--- config.mk ---
export PLATFORM = sky130hd
export DESIGN_NAME = logic_unit_arbiter
export DESIGN_NICKNAME = d
export VERILOG_FILES = /design/src/rtl/logic_arb_pkg.sv /design/src/rtl/rr_priority_picker.sv /design/src/rtl/logic_unit_arbiter.sv
export SDC_FILE = /design/constraint.sdc
export NUM_CORES = 1
export LEC_CHECK = 0
export CELL_PAD_IN_SITES_DETAIL_PLACEMENT = 1
export CELL_PAD_IN_SITES_GLOBAL_PLACEMENT = 2
export CORE_ASPECT_RATIO = 0.9
export CORE_MARGIN = 5
export CORE_UTILIZATION = 20
export DETAILED_ROUTE_END_ITERATION = 8
export PLACE_DENSITY_LB_ADDON = 0.1
export SETUP_SLACK_MARGIN = 0.2
export SLEW_MARGIN = 25
export SYNTH_ARGS = -nofsm -noshare
export SYNTH_HDL_FRONTEND = slang
export SYNTH_SLANG_ARGS = --single-unit
--- constraint.sdc ---
create_clock -name clk -period 3.6 [get_ports clk]
set_clock_uncertainty 0.1 [all_clocks]
set_input_delay 0.9 -clock clk [delete_from_list [all_inputs] [get_ports clk]]
set_output_delay 0.9 -clock clk [all_outputs]
set_load 0.03 [all_outputs]
--- src/rtl/logic_arb_pkg.sv ---
// Shared types for logic_unit_arbiter: opcodes, FSM encoding and the bitwise op helper.
package logic_arb_pkg;

  localparam int unsigned LOGIC_W = 32;

  localparam logic [2:0] OP_AND  = 3'd0;
  localparam logic [2:0] OP_NAND = 3'd1;
  localparam logic [2:0] OP_OR   = 3'd2;
  localparam logic [2:0] OP_NOR  = 3'd3;
  localparam logic [2:0] OP_XOR  = 3'd4;
  localparam logic [2:0] OP_NOT  = 3'd5;
  localparam logic [2:0] OP_RSV6 = 3'd6;
  localparam logic [2:0] OP_RSV7 = 3'd7;

  typedef enum logic {
    ST_EMPTY = 1'b0,
    ST_FULL  = 1'b1
  } state_t;

  typedef struct packed {
    logic [LOGIC_W-1:0] data;
    logic               err;
  } op_result_t;

  // Bitwise gate blocks; reserved opcodes yield zero data with err set.
  function automatic op_result_t logic_op(input logic [2:0] op,
                                          input logic [LOGIC_W-1:0] a,
                                          input logic [LOGIC_W-1:0] b);
    op_result_t r;
    r.data = '0;
    r.err  = 1'b0;
    case (op)
      OP_AND:  r.data = a & b;
      OP_NAND: r.data = ~(a & b);
      OP_OR:   r.data = a | b;
      OP_NOR:  r.data = ~(a | b);
      OP_XOR:  r.data = a ^ b;
      OP_NOT:  r.data = ~a;
      default: r.err  = 1'b1;
    endcase
    return r;
  endfunction

endpackage

--- src/rtl/rr_priority_picker.sv ---
// Round-robin picker: first valid requester at or above ptr, else wraps to the lowest valid.
module rr_priority_picker #(
  parameter int unsigned NREQ = 4,
  parameter int unsigned IDW  = 2
) (
  input  logic [NREQ-1:0] valid,
  input  logic [IDW-1:0]  ptr,
  output logic [NREQ-1:0] grant,
  output logic [IDW-1:0]  grant_id,
  output logic            any_valid
);

  logic [NREQ-1:0] hi_valid;
  logic [NREQ-1:0] pick;

  always_comb begin
    hi_valid  = '0;
    pick      = '0;
    grant     = '0;
    grant_id  = '0;
    any_valid = |valid;
    for (int i = 0; i < int'(NREQ); i++) begin
      hi_valid[i] = valid[i] && (i >= int'(ptr));
    end
    pick = (|hi_valid) ? hi_valid : valid;
    // Descending scan so the lowest set bit of pick wins.
    for (int i = int'(NREQ) - 1; i >= 0; i--) begin
      if (pick[i]) begin
        grant    = '0;
        grant[i] = 1'b1;
        grant_id = IDW'(i);
      end
    end
  end

endmodule

--- src/rtl/logic_unit_arbiter.sv ---
// Round-robin arbiter sharing one 32-bit bitwise logic unit behind a single result register.
// Optional feature macro: LOGIC_ARB_ZERO_FLAG_EN (registered rsp_zero flag).
module logic_unit_arbiter
  import logic_arb_pkg::*;
#(
  parameter int unsigned NREQ = 4,
  parameter int unsigned IDW  = 2
) (
  input  logic                    clk,
  input  logic                    reset,
  input  logic [NREQ-1:0]         req_valid,
  output logic [NREQ-1:0]         req_ready,
  input  logic [3*NREQ-1:0]       req_op,
  input  logic [LOGIC_W*NREQ-1:0] req_a,
  input  logic [LOGIC_W*NREQ-1:0] req_b,
  output logic                    rsp_valid,
  input  logic                    rsp_ready,
  output logic [LOGIC_W-1:0]      rsp_data,
  output logic [IDW-1:0]          rsp_id,
  output logic                    rsp_err,
  output logic                    rsp_zero
);

  state_t             state_q, state_d;
  logic [IDW-1:0]     ptr_q;
  logic [IDW-1:0]     ptr_next;
  logic [NREQ-1:0]    grant;
  logic [IDW-1:0]     grant_id;
  logic               any_valid;
  logic               can_accept;
  logic               accept;
  logic [2:0]         sel_op;
  logic [LOGIC_W-1:0] sel_a;
  logic [LOGIC_W-1:0] sel_b;
  op_result_t         res;

  rr_priority_picker #(
    .NREQ (NREQ),
    .IDW  (IDW)
  ) u_picker (
    .valid     (req_valid),
    .ptr       (ptr_q),
    .grant     (grant),
    .grant_id  (grant_id),
    .any_valid (any_valid)
  );

  // Operand mux into the shared gate blocks.
  assign sel_op   = req_op[int'(grant_id)*3 +: 3];
  assign sel_a    = req_a[int'(grant_id)*int'(LOGIC_W) +: LOGIC_W];
  assign sel_b    = req_b[int'(grant_id)*int'(LOGIC_W) +: LOGIC_W];
  assign res      = logic_op(sel_op, sel_a, sel_b);
  assign ptr_next = (grant_id == IDW'(NREQ - 1)) ? '0 : grant_id + IDW'(1);

  // Next-state and handshake decode.
  always_comb begin
    state_d    = state_q;
    can_accept = (state_q == ST_EMPTY) || rsp_ready;
    accept     = can_accept && any_valid && !reset;
    req_ready  = accept ? grant : '0;
    case (state_q)
      ST_EMPTY: if (accept) state_d = ST_FULL;
      ST_FULL:  if (rsp_ready && !accept) state_d = ST_EMPTY;
      default:  state_d = ST_EMPTY;
    endcase
  end

  always_ff @(posedge clk) begin
    if (reset) begin
      state_q  <= ST_EMPTY;
      ptr_q    <= '0;
      rsp_data <= '0;
      rsp_id   <= '0;
      rsp_err  <= 1'b0;
    end else begin
      state_q <= state_d;
      if (accept) begin
        ptr_q    <= ptr_next;
        rsp_data <= res.data;
        rsp_id   <= grant_id;
        rsp_err  <= res.err;
      end
    end
  end

  assign rsp_valid = (state_q == ST_FULL);

`ifdef LOGIC_ARB_ZERO_FLAG_EN
  always_ff @(posedge clk) begin
    if (reset) begin
      rsp_zero <= 1'b0;
    end else if (accept) begin
      rsp_zero <= ~(|res.data);
    end
  end
`else
  assign rsp_zero = 1'b0;
`endif

endmodule

==> flow_summary.toml <==
[synth]
synth_simple_gate_area_share = 0.0493
muxShareOfSynthArea = 0.430
synth_compound_area_frac = 0.116
synth_largest_type_area_fraction = 0.336
synth_fp_nets = 1043
post_synth_top_area_cell = "mux2i_1"
netlist_top_cells_area = "mux2i_1 34%, ha_1 13%, dfxtp_1 13%, mux2_2 9.0%, inv_1 5.2%"
synthAdderAreaFrac = 0.133
yosysUniqueCellTypes = 38
synthesized_instance_count = 704
yosys.area_share.xor_xnor = 0.0437
post_synth.cell_area_avg_sq_um = 8.55
synthesis.yosys.warnings = 0
yosysSeqAreaShare = 0.126
synth.cell_area_sq_um = 6020
number_of_flip_flops_and_latches_in_the_synthesized_netlist = 38
synth_top_family_by_area = "multiplexers"

[final_layout]
flow.area_growth_from_synthesis_pct = 77.4
nNetsFinal = 1393
antenna_cells = 0
final_layout_size_suffix_gt1_frac = 0.170
finish.instance_area_sq_um = 10700
utilization = 0.358

[run]
drv.max_cap_violation_count = 0

[floorplan]
coreArea_sq_um = 29800
fp.dieW_microns = 193
start_util = 0.202
io_pins = 316
dieArea_sq_um = 33700
num_rows = 60
die_y_microns = 175

[clock_network]
holdBufCountCts = 0
cts-buffers-inserted = 5
clock-root-buffer = "clkbuf_16"
cts_tree = "done"
path_clk_slew_ps = 60
ctsLongestPathBuffers = 2
htree_num_levels = 2
cts.sink_count = 38
worstSkewPairLatency_ps = 290

[critical_path]
critical_path_arrival_ps = 2270
worst_setup_path_start_kind = "input port"
critPathSlowestCell = "nor4_4"
critical_path_class = "input port to primary output"
cp_data_required_time_ps = 2600
critPathCaptureType = "primary output"
timing.critical_path.slowest_cell_delay_ps = 320
critical_path_buf_inv_count = 3
timing.reg2reg.setup_slack_ps = 580
highest_net_fanout_along_the_worst_path = 6
cell_by_cell_trace_of_the_critical_path = "dlygate4sd2_1 -> buf_6 -> nor4_4 -> nor3_2 -> nand2_1 -> a21oi_2 -> and3_1 -> buf_4"
critical-path-top-delay-family = "simple AND/OR/NAND/NOR gates"

[placed_design]
post-dp-hpwl_microns = 21100
finalWeightedCongestion = 0.721
placement.setup.worst_slack_ps = -332
buffer_ports.inserted = 314
placedInstanceArea_sq_um = 10300

[power]
power_leakage_uw = 0.00506
pwr_density_cell_nw_per_um2 = 320
vdd_drop_max_v = 0.000184

[drt]
routed_wl_microns = 25400
viasPerCell = 4.29
detail_route.iter0.violations = 96
antenna_left = 0
via_count = 6260
routed_wire_length_per_instance_microns = 17.4
drc = 0
dr.pass1.iters = 4

[status]
outcome = "finished clean"

[sta]
timing.final.max_slew_violations = 0
rsz_0062_raised_after_global_routing = "false"
timing.fmax_mhz = 305
post-route-period-util = 0.910
hold_viol_final = 0
final.min_clock_period_ps = 3270
finalWorstSetupSlack_ps = 325
report.final.setup_viol = 0

[grt]
antenna_found_initial = 0
grtUsageTotal = 0.141
first_pass_grt_wire_length_microns = 37300
grt.overflow.total = 0
grt_pass1_vias = 6689
grt_max_degree = 35

[worst_hold_path]
min_path_type = "register to register"
[per-stage QoR]
step	hold slack (ps)	setup TNS [ps]	power [uW]	std cells
floorplan	435	0	1960	704
global placement	363	-8280	2920	1438
detailed placement	370	-9880	2940	1438
CTS	387	0	3440	1449
global route	394	0	3700	1458
finish	381	0	3410	1458
[what timing repair did]
action / 4_1_cts / 5_1_grt
pin swaps: 0 / 2
setup endpoints to repair: 36 / 34
setup buffers: 3 / 7
resized for setup: 9 / 15
gates cloned: 0 / 2
[placed cells by master (no fill, tap or decap), types with 2 or more instances in the layout]
cell type	Yosys	layout
a21oi_1	6	4
a21oi_2	0	2
a22o_1	17	17
buf_12	0	28
buf_4	6	58
clkbuf_16	0	7
clkbuf_2	1	3
clkdlybuf4s50_1	0	306
dfxtp_1	38	38
ha_1	64	54
ha_2	0	10
inv_1	83	79
inv_2	0	4
mux2_2	48	34
mux2_4	0	14
mux2i_1	202	196
mux2i_2	0	6
nand2_1	24	24
nand2b_1	5	5
nand3_1	2	2
nor2_1	24	23
nor2b_1	4	4
o21ai_0	32	32
o21ai_1	22	22
o22ai_1	30	30
xnor2_1	15	15
xor2_1	15	15
[power breakdown]
group,leakage [uW],switching [uW],internal (uW)
Clock,0.0000729,197,275
Sequential,0.000314,41.7,489
Combinational,0.00467,1110,1300
Total,0.00506,1350,2060
[Yosys cell counts (all sizes together)]
cell type / number
a2111oi: 1
a211oi: 1
a21boi: 1
a21o: 1
a21oi: 6
a22o: 17
and3: 2
buf: 38
clkbuf: 18
conb: 1
dfxtp: 38
ha: 64
inv: 83
mux2: 48
mux2i: 203
nand2: 24
nand2b: 5
nand3: 2
nor2: 24
nor2b: 4
nor3: 2
nor4: 1
o21a: 1
o21ai: 54
o221ai: 1
o22ai: 30
o32a: 1
or2: 1
or3: 1
or3b: 1
xnor2: 15
xor2: 15
[worst register-to-register path: cells and delay by family (launching register included)]
| kind | cells | cell delay [ps] |
|---|---|---|
| compound gates | 3 | 410 |
| buf+inv | 5 | 790 |
| flops | 1 | 580 |
| mux | 3 | 740 |
| simple gates | 2 | 340 |
[layer usage]
| metal | global-route usage | share of wire | vias up |
|---|---|---|---|
| li1 | - | - | 3159 |
| met1 | 0.172 | 0.43 | 2918 |
| met5 | 0 | 0 | - |
| met4 | 0.0178 | 0.0097 | 0 |
| met2 | 0.249 | 0.48 | 174 |
| met3 | 0.0444 | 0.073 | 9 |
[registers in the layout (all words and copies together) (netlist names)]
signal	cells
rsp_data	32
rsp_id	2
rsp_err	1
ptr_q	2
rsp_valid	1
[final cells by class]
| class | count | area, sq um |
|---|---|---|
| clock inverters | 2 | 12.5 |
| fillers | 3451 | 19100 |
| well taps | 403 | 504 |
| repair buffers | 399 | 4140 |
| flip-flops and latches | 38 | 761 |
| inverters | 83 | 312 |
| multi-input cells | 527 | 4800 |
| clock buffers | 6 | 139 |
[worst paths after layout]
check | from | end | cells past startpoint
setup reg to reg | ptr_q[1]$_SDFFE_PP0P_ | rsp_data[17]$_SDFFE_PP0P_ | 13
setup / recovery | req_valid[0] | req_ready[2] | 8
hold reg to reg | rsp_data[0]$_SDFFE_PP0P_ | rsp_data[0]$_SDFFE_PP0P_ | 1
hold / removal | rsp_data[0]$_SDFFE_PP0P_ | rsp_data[0]$_SDFFE_PP0P_ | 1
[logic make-up after synthesis]
logic type	after synthesis
DFF	38
other	1
xor gates and xnor gates	30
and+or+nand+nor	67
muxes	251
AOI/OAI and AO/OA	114
adders and majority gates	64
buffers and inverters	139
No activity file was read; power rests on OpenSTA's default activity.
